### src/rtl/mask_seq_pkg.sv
// Shared types and constants for the mask stream sequencer.
// Maps the resolution select to the number of serializer beats per mask.
package mask_seq_pkg;
  localparam int OP_CHANNEL_WIDTH = 20;
  localparam int STEPS_RES0       = 16;
  localparam int STEPS_RES1       = 32;
  localparam int STEPS_RES2       = 54;
  localparam int MASK_CNT_W       = 10;
  localparam int BEAT_W           = 6;

  typedef enum logic [1:0] {IDLE, WAIT_GEN, LOAD, STREAM} seq_state_t;

  localparam logic [1:0] RES_320  = 2'd0;
  localparam logic [1:0] RES_640  = 2'd1;
  localparam logic [1:0] RES_1080 = 2'd2;

  // The unused code 3 falls back to the 640 setting.
  function automatic logic [BEAT_W-1:0] steps_for_res(input logic [1:0] res);
    case (res)
      RES_320:  return BEAT_W'(STEPS_RES0);
      RES_1080: return BEAT_W'(STEPS_RES2);
      default:  return BEAT_W'(STEPS_RES1);
    endcase
  endfunction
endpackage

### src/rtl/beat_counter.sv
// Per-mask beat counter with a latched terminal count.
// last_beat is high while the next accepted beat completes the mask.
module beat_counter
  import mask_seq_pkg::*;
(
  input  logic              clk,
  input  logic              rst,
  input  logic              load_steps,
  input  logic [BEAT_W-1:0] steps_in,
  input  logic              clear,
  input  logic              en,
  output logic              last_beat
);
  logic [BEAT_W-1:0] steps_q;
  logic [BEAT_W-1:0] cnt;

  always_ff @(posedge clk or posedge rst) begin
    if (rst) begin
      steps_q <= BEAT_W'(STEPS_RES1);
      cnt     <= '0;
    end else begin
      if (load_steps) steps_q <= steps_in;
      if (clear)      cnt <= '0;
      else if (en)    cnt <= cnt + BEAT_W'(1);
    end
  end

  assign last_beat = (cnt == steps_q - BEAT_W'(1));
endmodule

### src/rtl/mask_stream_sequencer.sv
// Frame sequencer: gates the mask generator, loads the serializer, paces beats
// against sink readiness and checks the serializer's done timing.
module mask_stream_sequencer
  import mask_seq_pkg::*;
(
  input  logic                  clk,
  input  logic                  rst,
  input  logic                  start,
  input  logic                  abort,
  input  logic [MASK_CNT_W-1:0] num_masks,
  input  logic [1:0]            image_resolution,
  input  logic                  gen_valid,
  output logic                  gen_en,
  output logic                  ser_load,
  output logic                  ser_next,
  input  logic                  ser_done,
  input  logic                  sink_ready,
  output logic                  beat_valid,
  output logic                  busy,
  output logic                  frame_done,
  output logic [MASK_CNT_W-1:0] mask_idx,
  output logic                  err
);
  seq_state_t            state;
  logic [MASK_CNT_W-1:0] last_idx;
  logic [1:0]            done_wait;
  logic                  last_beat;
  logic                  take_start;
  logic                  final_beat;

  assign take_start = (state == IDLE) && start && !abort;
  assign ser_next   = (state == STREAM) && sink_ready;
  assign beat_valid = ser_next;
  assign busy       = (state != IDLE);
  assign final_beat = ser_next && last_beat;
  assign frame_done = final_beat && (mask_idx == last_idx) && !abort;

  beat_counter u_beat_counter (
    .clk        (clk),
    .rst        (rst),
    .load_steps (take_start),
    .steps_in   (steps_for_res(image_resolution)),
    .clear      (state == LOAD),
    .en         (ser_next),
    .last_beat  (last_beat)
  );

  always_ff @(posedge clk or posedge rst) begin
    if (rst) begin
      state     <= IDLE;
      gen_en    <= 1'b0;
      ser_load  <= 1'b0;
      mask_idx  <= '0;
      last_idx  <= '0;
      err       <= 1'b0;
      done_wait <= '0;
    end else begin
      gen_en   <= 1'b0;
      ser_load <= 1'b0;

      // ser_done must land on the last beat or within the two cycles after it.
      if (state == STREAM && ser_done && !final_beat) err <= 1'b1;
      if (done_wait != 2'd0) begin
        if (ser_done)                done_wait <= '0;
        else if (done_wait == 2'd1) begin
          err       <= 1'b1;
          done_wait <= '0;
        end else                     done_wait <= done_wait - 2'd1;
      end
      if (final_beat && !ser_done) done_wait <= 2'd2;

      if (abort) begin
        state     <= IDLE;
        done_wait <= '0;
      end else begin
        case (state)
          IDLE: if (start) begin
            last_idx  <= (num_masks == '0) ? '0 : num_masks - MASK_CNT_W'(1);
            mask_idx  <= '0;
            err       <= 1'b0;
            done_wait <= '0;
            gen_en    <= 1'b1;
            state     <= WAIT_GEN;
          end
          WAIT_GEN: if (gen_valid) begin
            ser_load <= 1'b1;
            state    <= LOAD;
          end else begin
            gen_en <= 1'b1;
          end
          LOAD: state <= STREAM;
          STREAM: if (final_beat) begin
            if (mask_idx == last_idx) begin
              state <= IDLE;
            end else begin
              mask_idx <= mask_idx + MASK_CNT_W'(1);
              gen_en   <= 1'b1;
              state    <= WAIT_GEN;
            end
          end
          default: state <= IDLE;
        endcase
      end
    end
  end
endmodule

### config.mk
export PLATFORM = sky130hd
export DESIGN_NAME = mask_stream_sequencer
export DESIGN_NICKNAME = d
export VERILOG_FILES = /design/src/rtl/mask_seq_pkg.sv /design/src/rtl/beat_counter.sv /design/src/rtl/mask_stream_sequencer.sv
export SDC_FILE = /design/constraint.sdc
export NUM_CORES = 1
export LEC_CHECK = 0
export ABC_AREA = 1
export CELL_PAD_IN_SITES_DETAIL_PLACEMENT = 0
export CELL_PAD_IN_SITES_GLOBAL_PLACEMENT = 2
export CORE_UTILIZATION = 33
export DETAILED_ROUTE_END_ITERATION = 12
export PLACE_DENSITY = 0.89
export REMOVE_ABC_BUFFERS = 1
export SYNTH_ARGS = -nofsm -noshare
export SYNTH_HDL_FRONTEND = slang
export SYNTH_SLANG_ARGS = --single-unit
export TNS_END_PERCENT = 20
### constraint.sdc
create_clock -name clk -period 2.62 [get_ports clk]
set_input_delay 0.524 -clock clk [delete_from_list [all_inputs] [get_ports clk]]
set_output_delay 0.524 -clock clk [all_outputs]
set_load 0.01 [all_outputs]
* After elaboration in Yosys (flattened, before gate mapping)
Cells that the tools add are included.
W data, S select, Z words.
** Storage, ports and cells
- Bits in registers :: 39
- Bits of input ports :: 19
- Output and inout bits :: 17
- Logic and storage cells :: 87
** Cells by class
- $add $sub $neg :: 5
- Equality and inequality tests :: 13
- Multiplexer cells :: 37
- Bitwise gates (word level) :: 1
- Reduce and logical (&&, ||, !) cells :: 22
** Operator list (number)
- $mux W10 :: 4
- $mux W2 :: 11
- $pmux W10 S2 :: 1
- $mux W1 :: 16
- $mux W6 :: 2
- $pmux W6 S2 :: 1
- $add A10 B1 Y10 const B :: 1
- $eq A10 B10 Y1 :: 1
- $logic_not A10 Y1 :: 1
- $sub A10 B1 Y10 const B :: 1
- $logic_and A1 B1 Y1 :: 9
- $ne A3 B3 Y1 const B :: 3
- $pmux W2 S4 :: 1
- $reduce_bool A2 Y1 :: 4
- $add A6 B1 Y6 const B :: 1
- $eq A2 B2 Y1 const B :: 3
- $eq A6 B6 Y1 :: 1
- $ne A2 B2 Y1 const B :: 3
- $reduce_and A3 Y1 :: 2
- $sub A6 B1 Y6 const B :: 1
- $reduce_and A5 Y1 :: 1
- $eq A2 B1 Y1 const B :: 2
- $logic_not A2 Y1 :: 2
- $logic_not A1 Y1 :: 3
- 3 further kinds :: 3

* Depth between registers and ports, before layout
- Word-level depth :: 12
- Gate-level depth with buffers :: 12
- Gate-level depth less buffers :: 11

* Hierarchy
Synthesis repeated with hierarchy kept, for this count alone.
** Unflattened totals
- Cell total of the unflattened synthesis :: 336
- Area total of the unflattened synthesis :: 2496.1 um^2
** Modules (own cells, without submodules)
- mask_stream_sequencer :: times used 1, cells each 249, area each 1804.2 um^2, sequential area each 675.6 um^2
- beat_counter :: times used 1, cells each 87, area each 691.9 um^2, sequential area each 301.5 um^2

* Worst setup path after synthesis
Ideal clock, no wire load.
- Path type :: register to output
- Start :: reg state[0]
- End :: out frame_done
- Arrival :: 1384 ps
- Data required time :: 2096 ps
- Slack :: 712 ps
- Cell stages (with the launch flop) :: 9
- Buffers on the path :: 1
- Path through :: dfrtp_1 > ha_1 > buf_6 > nand2_4 > nor2_4 > nand2_1 > nor2_2 > nand2_2 > nor3_1
** Between the ends
- Word-level cells in the longest chain between the ends :: 5
** Ends and longest elaborated chain
- start, declared :: RTL line mask_stream_sequencer.sv:24 : seq_state_t state;
- start signal, assigned :: RTL line mask_stream_sequencer.sv:50 : state <= IDLE;
- start signal, assigned :: RTL line mask_stream_sequencer.sv:73 : state <= IDLE;
- start signal, assigned :: RTL line mask_stream_sequencer.sv:83 : state <= WAIT_GEN;
- $eq A2 B2 Y1 :: RTL line mask_stream_sequencer.sv:32 : assign ser_next = (state == STREAM) && sink_ready;
- $logic_and A1 B1 Y1 :: RTL line mask_stream_sequencer.sv:32
- $logic_and A1 B1 Y1 :: RTL line mask_stream_sequencer.sv:35 : assign final_beat = ser_next && last_beat;
- $logic_and A1 B1 Y1 (2 in series) :: RTL line mask_stream_sequencer.sv:36 : assign frame_done = final_beat && (mask_idx == last_idx) && !abort;
- end, declared :: RTL line mask_stream_sequencer.sv:20 : output logic frame_done,
No other way between the ends.

* Worst setup path in the final report
- Start :: in sink_ready
- End :: out ser_next
** Between the ends
- Word-level cells in the longest chain between the ends :: 1
** Ends and longest elaborated chain
- start, declared :: RTL line mask_stream_sequencer.sv:17 : input logic sink_ready,
- $logic_and A1 B1 Y1 :: RTL line mask_stream_sequencer.sv:32
- end, declared :: RTL line mask_stream_sequencer.sv:15 : output logic ser_next,
No other way between the ends.

==> reports/summary.txt <==
GRT
-----------------------------------------------------------------------------------------------------
Total gr overflow ......................................................................            0
Number of antenna violations at the first check in global routing ......................            0
Number of global-route vias before repair ..............................................        1,898
Global-route wire length before repair .................................................      9060 µm
Pin count of the biggest net entering global routing ...................................           37
Global Route Usage Sum .................................................................        15.8%

CRITICAL PATH
-----------------------------------------------------------------------------------------------------
FF-to-FF Start .........................................................................     state[0]
FF-to-FF End ...........................................................................  mask_idx[0]
CP max FO ..............................................................................            4
Type of the worst setup path ...........................................................       in2out
Worst setup path startpoint ............................................................   sink_ready
Data required time at the worst endpoint ...............................................      2.10 ns
Kind of capture point of the worst setup path .......................................... primary output
Reg2Reg Depth ..........................................................................            8
Slowest CP cell ........................................................................ sky130_fd_sc_hd__clkdlybuf4s50_1
Critical path, cell by cell ............................................................ clkdlybuf4s50_1, nand2_4, buf_4, inv_1, clkdlybuf4s50_1
CP max stage delay .....................................................................      0.55 ns
Worst path most repeated cell .......................................................... sky130_fd_sc_hd__clkdlybuf4s50_1
Worst-case register-to-register setup slack ............................................      0.75 ns
Kind of launch point of the worst setup path ........................................... primary input
Worst endpoint data arrival time .......................................................      1.88 ns

RUN STATUS
-----------------------------------------------------------------------------------------------------
Failing checks .........................................................................          DRC
Outcome ................................................................................ finished with violations

YOSYS
-----------------------------------------------------------------------------------------------------
Multiplexer fraction of the synthesized cell area ......................................           0%
Post-synthesis share of cell area spent on full adders, half adders and majority gates .        5.99%
Synth Area per Inst ....................................................................     7.37 µm²
Netlist area before placement ..........................................................     2300 µm²
Fraction of the yosys area taken by sequential cells ...................................        39.2%
Main combinational cell family by area after synthesis ................................. simple AND/OR/NAND/NOR gates
Area fraction in compound gates after synthesis ........................................        7.78%
Synth Instances ........................................................................          312
Total number of yosys warnings .........................................................            0
Unique masters post-synth ..............................................................           31
Area share of and/or/nand/nor cells after synthesis ....................................        31.1%
Post-synthesis sequential element count ................................................           36
Xor/xnor cell area share of the yosys netlist ..........................................        6.48%

CLOCK NETWORK
-----------------------------------------------------------------------------------------------------
Clock-pin slew on the worst setup and hold paths .......................................      0.06 ns
Max Root-Sink Buffers ..................................................................            2
Post-CTS setup repair buffer count .....................................................            0
Hold buffer count at CTS ...............................................................            0
Post-cts sizing count ..................................................................            1
Clk Latency, worst-skew pair ...........................................................      0.29 ns
Htree depth ............................................................................            2
CTS tree ...............................................................................         done
Number of clock sinks ..................................................................           36
Clk Tree Root Cell ..................................................................... sky130_fd_sc_hd__clkbuf_8
TritonCTS Buffers ......................................................................            5

DIE
-----------------------------------------------------------------------------------------------------
Std-Cell Rows ..........................................................................           30
Die Ht .................................................................................      85.5 µm
DIE WIDTH ..............................................................................      85.5 µm
Std-Cell Core Area .....................................................................     6760 µm²
Number of primary I/O pins .............................................................           36
DIE AREA ...............................................................................     7300 µm²
Initial Util ...........................................................................        34.0%

TIMING
-----------------------------------------------------------------------------------------------------
Tmin final .............................................................................      2.40 ns
Hold violation count in the final report ...............................................            0
Final setup vio count ..................................................................            0
Hold Slack .............................................................................     0.516 ns
Final period utilization ...............................................................        91.6%
Final critical-path setup slack ........................................................     0.220 ns
Slew at the pin closest to its max-slew limit ..........................................     0.468 ns
Max-slew headroom ......................................................................        68.7%
Summed negative setup slack over all endpoints .........................................         0 ns
Final max-slew violation count .........................................................            0
RSZ-0062 raised after global routing ...................................................           no
Max Clk Rate ...........................................................................    0.417 GHz
Setup clock skew after layout ..........................................................   0.00621 ns

FINISH
-----------------------------------------------------------------------------------------------------
Most common cell after layout, fill and taps aside ..................................... sky130_fd_sc_hd__nand2_1
Share of cells above drive strength 1 ..................................................        7.22%
Fill cell count ........................................................................          710
Combined flip-flop and latch cell area .................................................      902 µm²
Top library cells by usage in the layout, fill and taps aside .......................... sky130_fd_sc_hd__nand2_1, sky130_fd_sc_hd__inv_1, sky130_fd_sc_hd__nor2_1, sky130_fd_sc_hd__dfrtp_1, sky130_fd_sc_hd__clkdlybuf4s50_1
Total inserted antenna cells ...........................................................            0
Growth of design area from synthesis to finish .........................................        25.0%
Number of nets in the final layout .....................................................          389
Multi-input logic area .................................................................     1180 µm²

POWER AND IR DROP
-----------------------------------------------------------------------------------------------------
Power per Cell Area ....................................................................   681 nW/µm²
Power Internal .........................................................................    0.00124 W
Clock network power share ..............................................................        20.9%
Peak supply drop .......................................................................     0.300 mV
Leakage Power ..........................................................................      1.37 nW
Overall Power ..........................................................................    0.00196 W
Net switching fraction of the power ....................................................        36.8%
Logic gate share of total power ........................................................        39.8%
Part of the power in registers .........................................................        39.3%
Net switching power figure .............................................................   0.000721 W

HOLD PATH
-----------------------------------------------------------------------------------------------------
Worst hold stages ......................................................................            2
Worst hold path endpoint ...............................................................  last_idx[5]
Hold Path Origin .......................................................................  last_idx[5]
Kind of path behind the tightest hold check ............................................      reg2reg

DETAILED ROUTING
-----------------------------------------------------------------------------------------------------
Vias after detailed routing ............................................................        2,008
Routed wirelength normalized by instance count .........................................      12.0 µm
DRC viols ..............................................................................            1
Number of vias per cell ................................................................         4.56
Number of routed nets with antenna violations ..........................................            0
Number of violations reported at the end of detailed-routing iteration 0 ...............           85
Post-detailed-routing wire length ......................................................      5290 µm
Number of iterations in the first detailed-routing pass ................................           12

PLACEMENT
-----------------------------------------------------------------------------------------------------
Worst Setup Slack post-DPL .............................................................   -0.0605 ns
Global placer's final weighted congestion ..............................................        0.777
Port Buffers ...........................................................................           35
Half-perimeter wire length of the detailed placement result ............................      4000 µm

FLOW RUN
-----------------------------------------------------------------------------------------------------
Max Cap Viol ...........................................................................            0

cell usage after synthesis:
cell type	n	share of area, %
sky130_fd_sc_hd__a21oi_1	11	2.4
sky130_fd_sc_hd__clkbuf_1	1	0.16
sky130_fd_sc_hd__a22oi_1	1	0.33
sky130_fd_sc_hd__clkinv_1	1	0.16
sky130_fd_sc_hd__a21oi_4	1	0.71
sky130_fd_sc_hd__dfstp_2	1	1.1
sky130_fd_sc_hd__dfrtp_1	35	38
sky130_fd_sc_hd__buf_6	2	0.98
sky130_fd_sc_hd__or2_2	2	0.54
sky130_fd_sc_hd__buf_2	1	0.22
sky130_fd_sc_hd__nand4_1	3	0.82
sky130_fd_sc_hd__o22ai_1	10	2.7
sky130_fd_sc_hd__nand3_1	22	4.8
sky130_fd_sc_hd__xor2_1	13	5.0
sky130_fd_sc_hd__and3_2	1	0.33
sky130_fd_sc_hd__o21ai_0	6	1.3
sky130_fd_sc_hd__nand2_1	83	14
sky130_fd_sc_hd__nor3_1	11	2.4
sky130_fd_sc_hd__xnor2_1	4	1.5
sky130_fd_sc_hd__nor2_1	35	5.7
sky130_fd_sc_hd__buf_4	1	0.33
sky130_fd_sc_hd__nand2_2	2	0.54
sky130_fd_sc_hd__nand3b_1	2	0.65
sky130_fd_sc_hd__o211ai_1	1	0.33
sky130_fd_sc_hd__nand2_4	1	0.49
sky130_fd_sc_hd__inv_1	46	7.5
sky130_fd_sc_hd__nor2_4	1	0.49
sky130_fd_sc_hd__or2_1	1	0.27
sky130_fd_sc_hd__and3_1	1	0.27
sky130_fd_sc_hd__ha_1	11	6.0
sky130_fd_sc_hd__nor2_2	1	0.27
metal layers:
| layer | part of all wire (%) | global-route usage (%) | up-vias |
|---|---|---|---|
| met1 | 51 | 22.5 | 901 |
| met5 | 0 | 0 | - |
| met2 | 47 | 24.3 | 27 |
| li1 | - | - | 1080 |
| met4 | 0 | 4.55 | 0 |
| met3 | 2.5 | 3.02 | 0 |
registers in the layout, summed over array words and instances, names as in the netlist:
name and count:
done_wait 2, err 1, gen_en 1, last_idx 10, mask_idx 10, ser_load 1
state 2, u_beat_counter.cnt 6, u_beat_counter.steps_q 3
critical path, delay by kind of cell:
| family | cells | cell delay (ns) |
|---|---|---|
| and+or+nand+nor | 1 | 0.07 |
| buffers and inverters | 4 | 1.29 |
how the worst max path moves through the flow:
stage	depth (start not counted)	slack (ns)	endpoint
6_report	5	0.22	ser_next
5_1_grt	8	0.14	frame_done
4_1_cts	5	0.21	ser_next
3_5_place_dp	8	-0.06	frame_done
3_3_place_gp	8	-0.05	frame_done
2_1_floorplan	7	0.63	frame_done
kinds of logic (layout without fill, tap and decap cells):
family          count (synthesis)  after routing
simple gates                  166            166
compound gates                 30             30
xor+xnor                       17             17
buf+inv                        52            100
flops                          36             36
fa+ha+maj                      11             11
power groups by stage:
stage	Clock [W]	Combinational [W]	Sequential (W)
final	0.000408	0.000779	0.000770
after global placement	0	0.000780	0.000777
after floorplan	0	0.000527	0.000774
after CTS	0.000428	0.000791	0.000769
after global routing	0.000450	0.000893	0.000790
after detailed placement	0	0.000785	0.000780
through the flow:
stage,instance area [µm²],std cells,utilization (%)
6_report,2870,440,42.5
5_1_grt,2870,440,42.5
3_5_place_dp,2790,432,41.2
3_3_place_gp,2790,432,41.2
4_1_cts,2870,440,42.5
2_1_floorplan,2260,307,-
area by class of cell:
cell class / count / area share (%)
inverter: 47 / 6.14
timing repair buffer: 45 / 14.8
tap: 80 / 3.48
multi-input combinational: 224 / 41.1
clock buffer: 8 / 3.13
sequential: 36 / 31.4
No activity file was read; power rests on OpenSTA's default activity.
